$ cat config.mk
export PLATFORM = sky130hd
export DESIGN_NAME = eth_dma_rx_mchan
export DESIGN_NICKNAME = d
export VERILOG_FILES = /design/src/rtl/eth_dma_rx_mchan.sv
export SDC_FILE = /design/constraint.sdc
export NUM_CORES = 1
export LEC_CHECK = 0
export BUFFER_PORTS_ARGS = -buffer_cell sky130_fd_sc_hd__clkbuf_2
export CAP_MARGIN = 20
export CELL_PAD_IN_SITES_DETAIL_PLACEMENT = 1
export CELL_PAD_IN_SITES_GLOBAL_PLACEMENT = 2
export CORE_ASPECT_RATIO = 0.75
export CORE_MARGIN = 8
export CORE_UTILIZATION = 30
export DETAILED_ROUTE_END_ITERATION = 8
export PLACE_DENSITY = 0.55
export SLEW_MARGIN = 20
export SYNTH_ARGS = -nofsm -noshare
export SYNTH_HDL_FRONTEND = slang
export SYNTH_SLANG_ARGS = --single-unit
export TNS_END_PERCENT = 50
$ cat constraint.sdc
create_clock -name clk -period 3.8 [get_ports clk]
set_input_delay 0 -clock clk [delete_from_list [all_inputs] [get_ports clk]]
set_output_delay 0 -clock clk [all_outputs]
set_load 0.1 [all_outputs]
$ cat src/rtl/eth_dma_rx_mchan.sv
// Multi-channel Ethernet/RAMP RX header stripper: filters frames by MAC/EtherType,
// strips the header, trims padding and queues tagged packets in a show-ahead FIFO.
module eth_dma_rx_mchan #(
    parameter int NCHAN = 4,
    parameter int DEPTH = 16,
    parameter int LENW  = 6,
    localparam int CW   = (NCHAN > 1) ? $clog2(NCHAN) : 1
) (
    input  logic          clk,
    input  logic          reset,
    input  logic [1:0]    in_stype,
    input  logic [31:0]   in_data,
    input  logic [47:0]   mac_addr,
    input  logic          mac_init,
    input  logic          mcast_en,
    input  logic [15:0]   ethertype,
    output logic          out_valid,
    input  logic          out_ready,
    output logic [1:0]    out_stype,
    output logic [CW-1:0] out_chan,
    output logic [31:0]   out_data,
    output logic          out_err,
    output logic [15:0]   drop_cnt,
    output logic [15:0]   ovf_cnt
);
    localparam int AW = $clog2(DEPTH);
    localparam int EW = 2 + CW + 32 + 1;
    localparam logic [AW:0] ROOM2_MAX = (AW + 1)'(DEPTH - 2);
    localparam logic [CW-1:0] CHAN_MASK = CW'(NCHAN - 1);
    localparam logic [1:0] ST_START = 2'd1;
    localparam logic [1:0] ST_DATA  = 2'd2;
    localparam logic [1:0] ST_END   = 2'd3;

    typedef enum logic [2:0] {S_RESYNC, S_IDLE, S_HDR, S_SEND, S_DROP} state_t;

    state_t          state_q, state_d;
    logic [2:0]      wcnt_q, wcnt_d;
    logic            bcast_q, bcast_d, mine_q, mine_d, mcast_q, mcast_d;
    logic [LENW-1:0] len_q, len_d, pcnt_q, pcnt_d;
    logic [CW-1:0]   chan_q, chan_d;
    logic [15:0]     drop_q, ovf_q;
    logic            drop_inc, ovf_inc;

    logic [EW-1:0]   mem_q [DEPTH];
    logic [AW-1:0]   wr_ptr_q, rd_ptr_q;
    logic [AW:0]     cnt_q;
    logic            push, pop, room2;
    logic [1:0]      push_stype;
    logic [CW-1:0]   push_chan;
    logic [31:0]     push_data;
    logic            push_err;
    logic            accept;
    logic [EW-1:0]   head;

    // Two free slots are needed for anything but an end, so an end always fits.
    assign room2 = (cnt_q <= ROOM2_MAX);
    assign pop   = out_valid & out_ready;

    assign accept = (in_data[15:0] == ethertype) &&
                    (mine_q || (bcast_q && !mac_init) || (mcast_q && !bcast_q && mcast_en));

    always_comb begin
        state_d    = state_q;
        wcnt_d     = wcnt_q;
        bcast_d    = bcast_q;
        mine_d     = mine_q;
        mcast_d    = mcast_q;
        len_d      = len_q;
        pcnt_d     = pcnt_q;
        chan_d     = chan_q;
        push       = 1'b0;
        push_stype = ST_END;
        push_chan  = chan_q;
        push_data  = 32'd0;
        push_err   = 1'b0;
        drop_inc   = 1'b0;
        ovf_inc    = 1'b0;
        case (state_q)
            S_RESYNC: if (in_stype == ST_END) state_d = S_IDLE;
            S_IDLE: if (in_stype == ST_DATA) begin
                state_d = S_HDR;
                wcnt_d  = 3'd1;
                bcast_d = &in_data;
                mine_d  = (in_data == mac_addr[31:0]);
                mcast_d = in_data[0];
            end
            S_HDR: if (in_stype == ST_END) begin
                state_d = S_IDLE;
            end else if (in_stype == ST_DATA) begin
                wcnt_d = wcnt_q + 3'd1;
                case (wcnt_q)
                    3'd1: begin
                        bcast_d = bcast_q & (in_data[15:0] == 16'hFFFF);
                        mine_d  = mine_q & (in_data[15:0] == mac_addr[47:32]);
                    end
                    3'd3: begin
                        if (accept) begin
                            len_d = in_data[LENW+23:24];
                        end else begin
                            state_d  = S_DROP;
                            drop_inc = 1'b1;
                        end
                    end
                    3'd4: begin
                        if (room2) begin
                            push       = 1'b1;
                            push_stype = ST_START;
                            push_chan  = CW'(in_data[15:8]) & CHAN_MASK;
                            push_data  = {in_data[23:16], in_data[31:24], in_data[15:0]};
                            chan_d     = CW'(in_data[15:8]) & CHAN_MASK;
                            pcnt_d     = '0;
                            state_d    = S_SEND;
                        end else begin
                            ovf_inc = 1'b1;
                            state_d = S_DROP;
                        end
                    end
                    default: ;
                endcase
            end
            S_SEND: if (in_stype == ST_END) begin
                push    = 1'b1;
                state_d = S_IDLE;
            end else if (in_stype == ST_DATA && (pcnt_q < len_q || &len_q)) begin
                push = 1'b1;
                if (room2) begin
                    push_stype = ST_DATA;
                    push_data  = in_data;
                    pcnt_d     = pcnt_q + 1'b1;
                end else begin
                    push_err = 1'b1;
                    ovf_inc  = 1'b1;
                    state_d  = S_DROP;
                end
            end
            S_DROP: if (in_stype == ST_END) state_d = S_IDLE;
            default: state_d = S_RESYNC;
        endcase
    end

    always_ff @(posedge clk) begin
        if (reset) begin
            state_q  <= S_RESYNC;
            wr_ptr_q <= '0;
            rd_ptr_q <= '0;
            cnt_q    <= '0;
            drop_q   <= 16'd0;
            ovf_q    <= 16'd0;
        end else begin
            state_q <= state_d;
            if (push) wr_ptr_q <= wr_ptr_q + 1'b1;
            if (pop)  rd_ptr_q <= rd_ptr_q + 1'b1;
            if (push && !pop)      cnt_q <= cnt_q + 1'b1;
            else if (pop && !push) cnt_q <= cnt_q - 1'b1;
            if (drop_inc && drop_q != 16'hFFFF) drop_q <= drop_q + 16'd1;
            if (ovf_inc && ovf_q != 16'hFFFF)   ovf_q  <= ovf_q + 16'd1;
        end
    end

    always_ff @(posedge clk) begin
        wcnt_q  <= wcnt_d;
        bcast_q <= bcast_d;
        mine_q  <= mine_d;
        mcast_q <= mcast_d;
        len_q   <= len_d;
        pcnt_q  <= pcnt_d;
        chan_q  <= chan_d;
        if (push) mem_q[wr_ptr_q] <= {push_stype, push_chan, push_data, push_err};
    end

    // Head fields are forced to zero while empty so reset and idle read as all-zero.
    assign head      = mem_q[rd_ptr_q];
    assign out_valid = (cnt_q != '0);
    assign out_stype = out_valid ? head[EW-1 -: 2] : 2'd0;
    assign out_chan  = out_valid ? head[EW-3 -: CW] : '0;
    assign out_data  = out_valid ? head[32:1] : 32'd0;
    assign out_err   = out_valid ? head[0] : 1'b0;
    assign drop_cnt  = drop_q;
    assign ovf_cnt   = ovf_q;
endmodule

==> out/qor.csv <==
stage,metric,value,unit
run_status,status,finished clean,
finish,Final #Nets,1818,
worst_setup_path,WP data required,4.33,ns
clock_tree,number of post-CTS setup repair buffers,0,
clock_tree,CTS Hold Bufs,16,
power_and_ir_drop,Tot Pwr,19.5,mW
floorplan,row cnt,95,
worst_setup_path,crit path launch,state_q[1],
global_route,gr ovfl total,0,
finish,synth-to-layout area growth,19.6,%
job,Max-Cap Viols,0,
global_route,initial antenna violation count,5,
worst_setup_path,number of buffer and inverter stages on the critical path,1,
placement,Port Buffer Count,172,
floorplan,Core Area,89900,sq um
drt,vias per cell,5.00,
power_and_ir_drop,Peak VDD IR,0.329,mV
worst_setup_path,worst path arrival time,3.94,ns
clock_tree,CTS Sinks,664,
worst_setup_path,FF-to-FF setup slack,0.39,ns
clock_tree,clk_lat worst skew,0.63,ns
sta,Pins Over Slew Limit,0,
yosys,Post-Syn Nets,1556,
worst_setup_path,CP Cell Sequence,or3b_1 > nor4_4 > nor2_1 > and3_1 > nor2_1 > ha_1 > inv_1 > fa_1 > a21o_1 > a21oi_1 > xnor2_1 > or3_1 > a21oi_1,
floorplan,Die W,364,um
placement,pre-CTS setup slack,0.369,ns
worst_setup_path,cells on worst reg2reg path,13,
worst_setup_path,CP startpoint kind,flip-flop,
sta,crit share post-route,0.899,
hold_path,Hold Crit Class,in -> reg,
clock_tree,number of gates resized after CTS,0,
worst_setup_path,crit path capture type,flip-flop,
placement,DPL Wire Length,48.5,mm
clock_tree,CTS tree,yes,
sta,min Tclk post-route,3.41,ns
worst_setup_path,R2R Path Start,state_q[1],
worst_setup_path,CP peak stage delay,0.45,ns
yosys,Async SR Flop Fraction,0,
worst_setup_path,Crit Path Max Fanout,8,
floorplan,Die H,277,um
global_route,largest net degree at the start of global routing,61,
drt,post-route ant nets,0,
placement,GPL Wtd Cong,0.764,
yosys,Avg Inst Size Synth,19.1,sq um
clock_tree,H-Tree Depth,3,
drt,routed len/inst,26.8,um
sta,f_max,0.293,GHz
floorplan,initial core utilization,0.304,
worst_setup_path,WP depth,13,
floorplan,io pins,173,
yosys,count of cell types in the netlist,51,
sta,final setup violation count,0,
yosys,yosys warns,0,
power_and_ir_drop,LEAKAGE,11.0,nW
yosys,Post-Syn Area,27300,sq um
sta,WHS,0.0533,ns
worst_setup_path,"CP delay by family, top",simple AND/OR/NAND/NOR gates,
worst_setup_path,WS Path Type,reg -> reg,
global_route,global-route wire length before repair,116,mm
hold_path,Worst Hold Launch,in_data[5],
global_route,GRT Total Usage,0.156,
yosys,register area share after synthesis,0.711,
drt,detailed-route via count,14816,
drt,drt total wl,79.5,mm
yosys,"FF+latch count, synth",664,
yosys,ys flop type,edfxtp_1,
worst_setup_path,Crit-path slowest cell,dfxtp_1,
power_and_ir_drop,power per cell area,597,nW/um^2
drt,Remaining DRCs,0,
sta,final setup margin,0.385,ns
sta,setup_tns,0,ns
worst_setup_path,RR Endpoint,cnt_q[4],
worst_setup_path,crit path capture,cnt_q[4],
sta,Final Hold Viols,0,
drt,drt pass-1 iters,5,
yosys,Synth Instances,1431,
finish,share of layout cells above drive strength 1,0.325,
drt,Iter 0 DRT Violations,1265,
yosys,number of enable flip-flop cells after synthesis,610,
sta,RSZ-0062 raised after global routing,no,
clock_tree,clk slew on worst S/H paths,0.06,ns
global_route,vias in the first global route,16007,
sta,Slew headroom,0.370,
sta,clk_skew,0.0238,ns
floorplan,die area,101000,sq um
clock_tree,CTS Buf Count,73,
sta,measured slew at the worst slew-check pin,0.946,ns
clock_tree,clk buf depth,3,
clock_tree,Root Buffer,clkbuf_16,
cell usage after synthesis (13+ instances only):
cell,instances,area share
edfxtp_1,610,0.67
ha_1,21,0.0096
inv_1,21,0.0029
or4_1,15,0.0041
o31ai_1,15,0.0041
and3_1,18,0.0041
nand4_1,23,0.0053
clkbuf_1,50,0.0069
nor2_1,36,0.0050
o21ai_0,13,0.0024
mux4_2,185,0.15
a22o_1,16,0.0051
and2_1,45,0.010
dfxtp_1,54,0.040
xor2_1,38,0.012
a21oi_1,43,0.0079
or3_1,15,0.0034
nand2_1,25,0.0034
xnor2_1,38,0.012
nand3_1,21,0.0039
nor2b_1,29,0.0066
per-layer routing:
metal,up-vias,global-route usage,part of all wire
li1,6381,-,-
met3,102,0.0396,0.060
met1,7974,0.226,0.47
met5,-,0,0.00016
met2,357,0.236,0.45
met4,2,0.0334,0.019
state kept, by name (all words and copies together), names as in the netlist, 4 cells and up, named ones only:
| register | cells |
|---|---|
| len_q | 6 |
| rd_ptr_q | 4 |
| ovf_cnt | 16 |
| pcnt_q | 6 |
| mem_q | 592 |
| drop_cnt | 16 |
| cnt_q | 5 |
| wr_ptr_q | 4 |
how the worst min path moves through the flow:
stage,slack (ns),endpoint,cells past startpoint
2_1_floorplan,0.1,len_q[0],0
3_3_place_gp,0.40,flip-flop,4
3_5_place_dp,0.41,len_q[1],1
4_1_cts,0.01,state_q[2],5
5_1_grt,0.04,bcast_q,4
6_report,0.05,bcast_q,4
worst register-to-register path, stage by stage, from the launching register on:
cell     delay, ns
dfxtp_1       0.45
or3b_1        0.44
nor4_4        0.33
nor2_1        0.09
and3_1        0.24
nor2_1        0.16
ha_1          0.20
inv_1         0.11
fa_1          0.42
a21o_1        0.18
a21oi_1       0.18
xnor2_1       0.09
or3_1         0.31
a21oi_1       0.14
where the power goes:
part           leakage, nW  internal [mW]  switching [mW]
Combinational         3.44           1.67            2.84
Sequential            6.49           7.95           0.140
Clock                 1.11           3.93            2.96
Total                 11.0           13.5            5.94
cell families (layout without fill, tap and decap cells):
kind of cell	count (synthesis)	after routing	synth area share
flip-flops	664	664	0.711
AND/OR/NAND/NOR	269	269	0.0566
multiplexers	199	199	0.158
AO/OA/AOI/OAI	108	108	0.0265
buffers and inverters	93	413	0.0133
XOR/XNOR	76	76	0.0244
adder cells (fa/ha/maj)	22	22	0.0104
other	0	1	0
stage by stage:
step / util / std cells / instance area (sq um)
after CTS: 0.363 / 2963 / 32600
final: 0.363 / 2964 / 32600
after global routing: 0.363 / 2963 / 32600
after detailed placement: 0.336 / 2814 / 30200
after floorplan: - / 1431 / 27300
after global placement: 0.336 / 2814 / 30200
layout make-up:
cell class / count / area, sq um
well taps: 1212 / 1520
clock inverters: 40 / 349
diodes: 1 / 2.50
flip-flops and latches: 664 / 19400
multi-input cells: 674 / 7560
repair buffers: 259 / 1780
fillers: 8996 / 57200
clock buffers: 93 / 1940
inverters: 21 / 78.8
cell usage in the layout, fill, tap and decap left out, types with 36 or more instances in the layout:
cell,netlist,layout
edfxtp_1,610,610
mux4_2,185,185
clkbuf_2,0,172
clkbuf_16,0,75
buf_4,0,53
dfxtp_1,54,50
a21oi_1,43,43
and2_1,45,41
xnor2_1,38,38
xor2_1,38,38
nor2_1,36,36
Note: power is estimated with default switching activity, not from simulation.
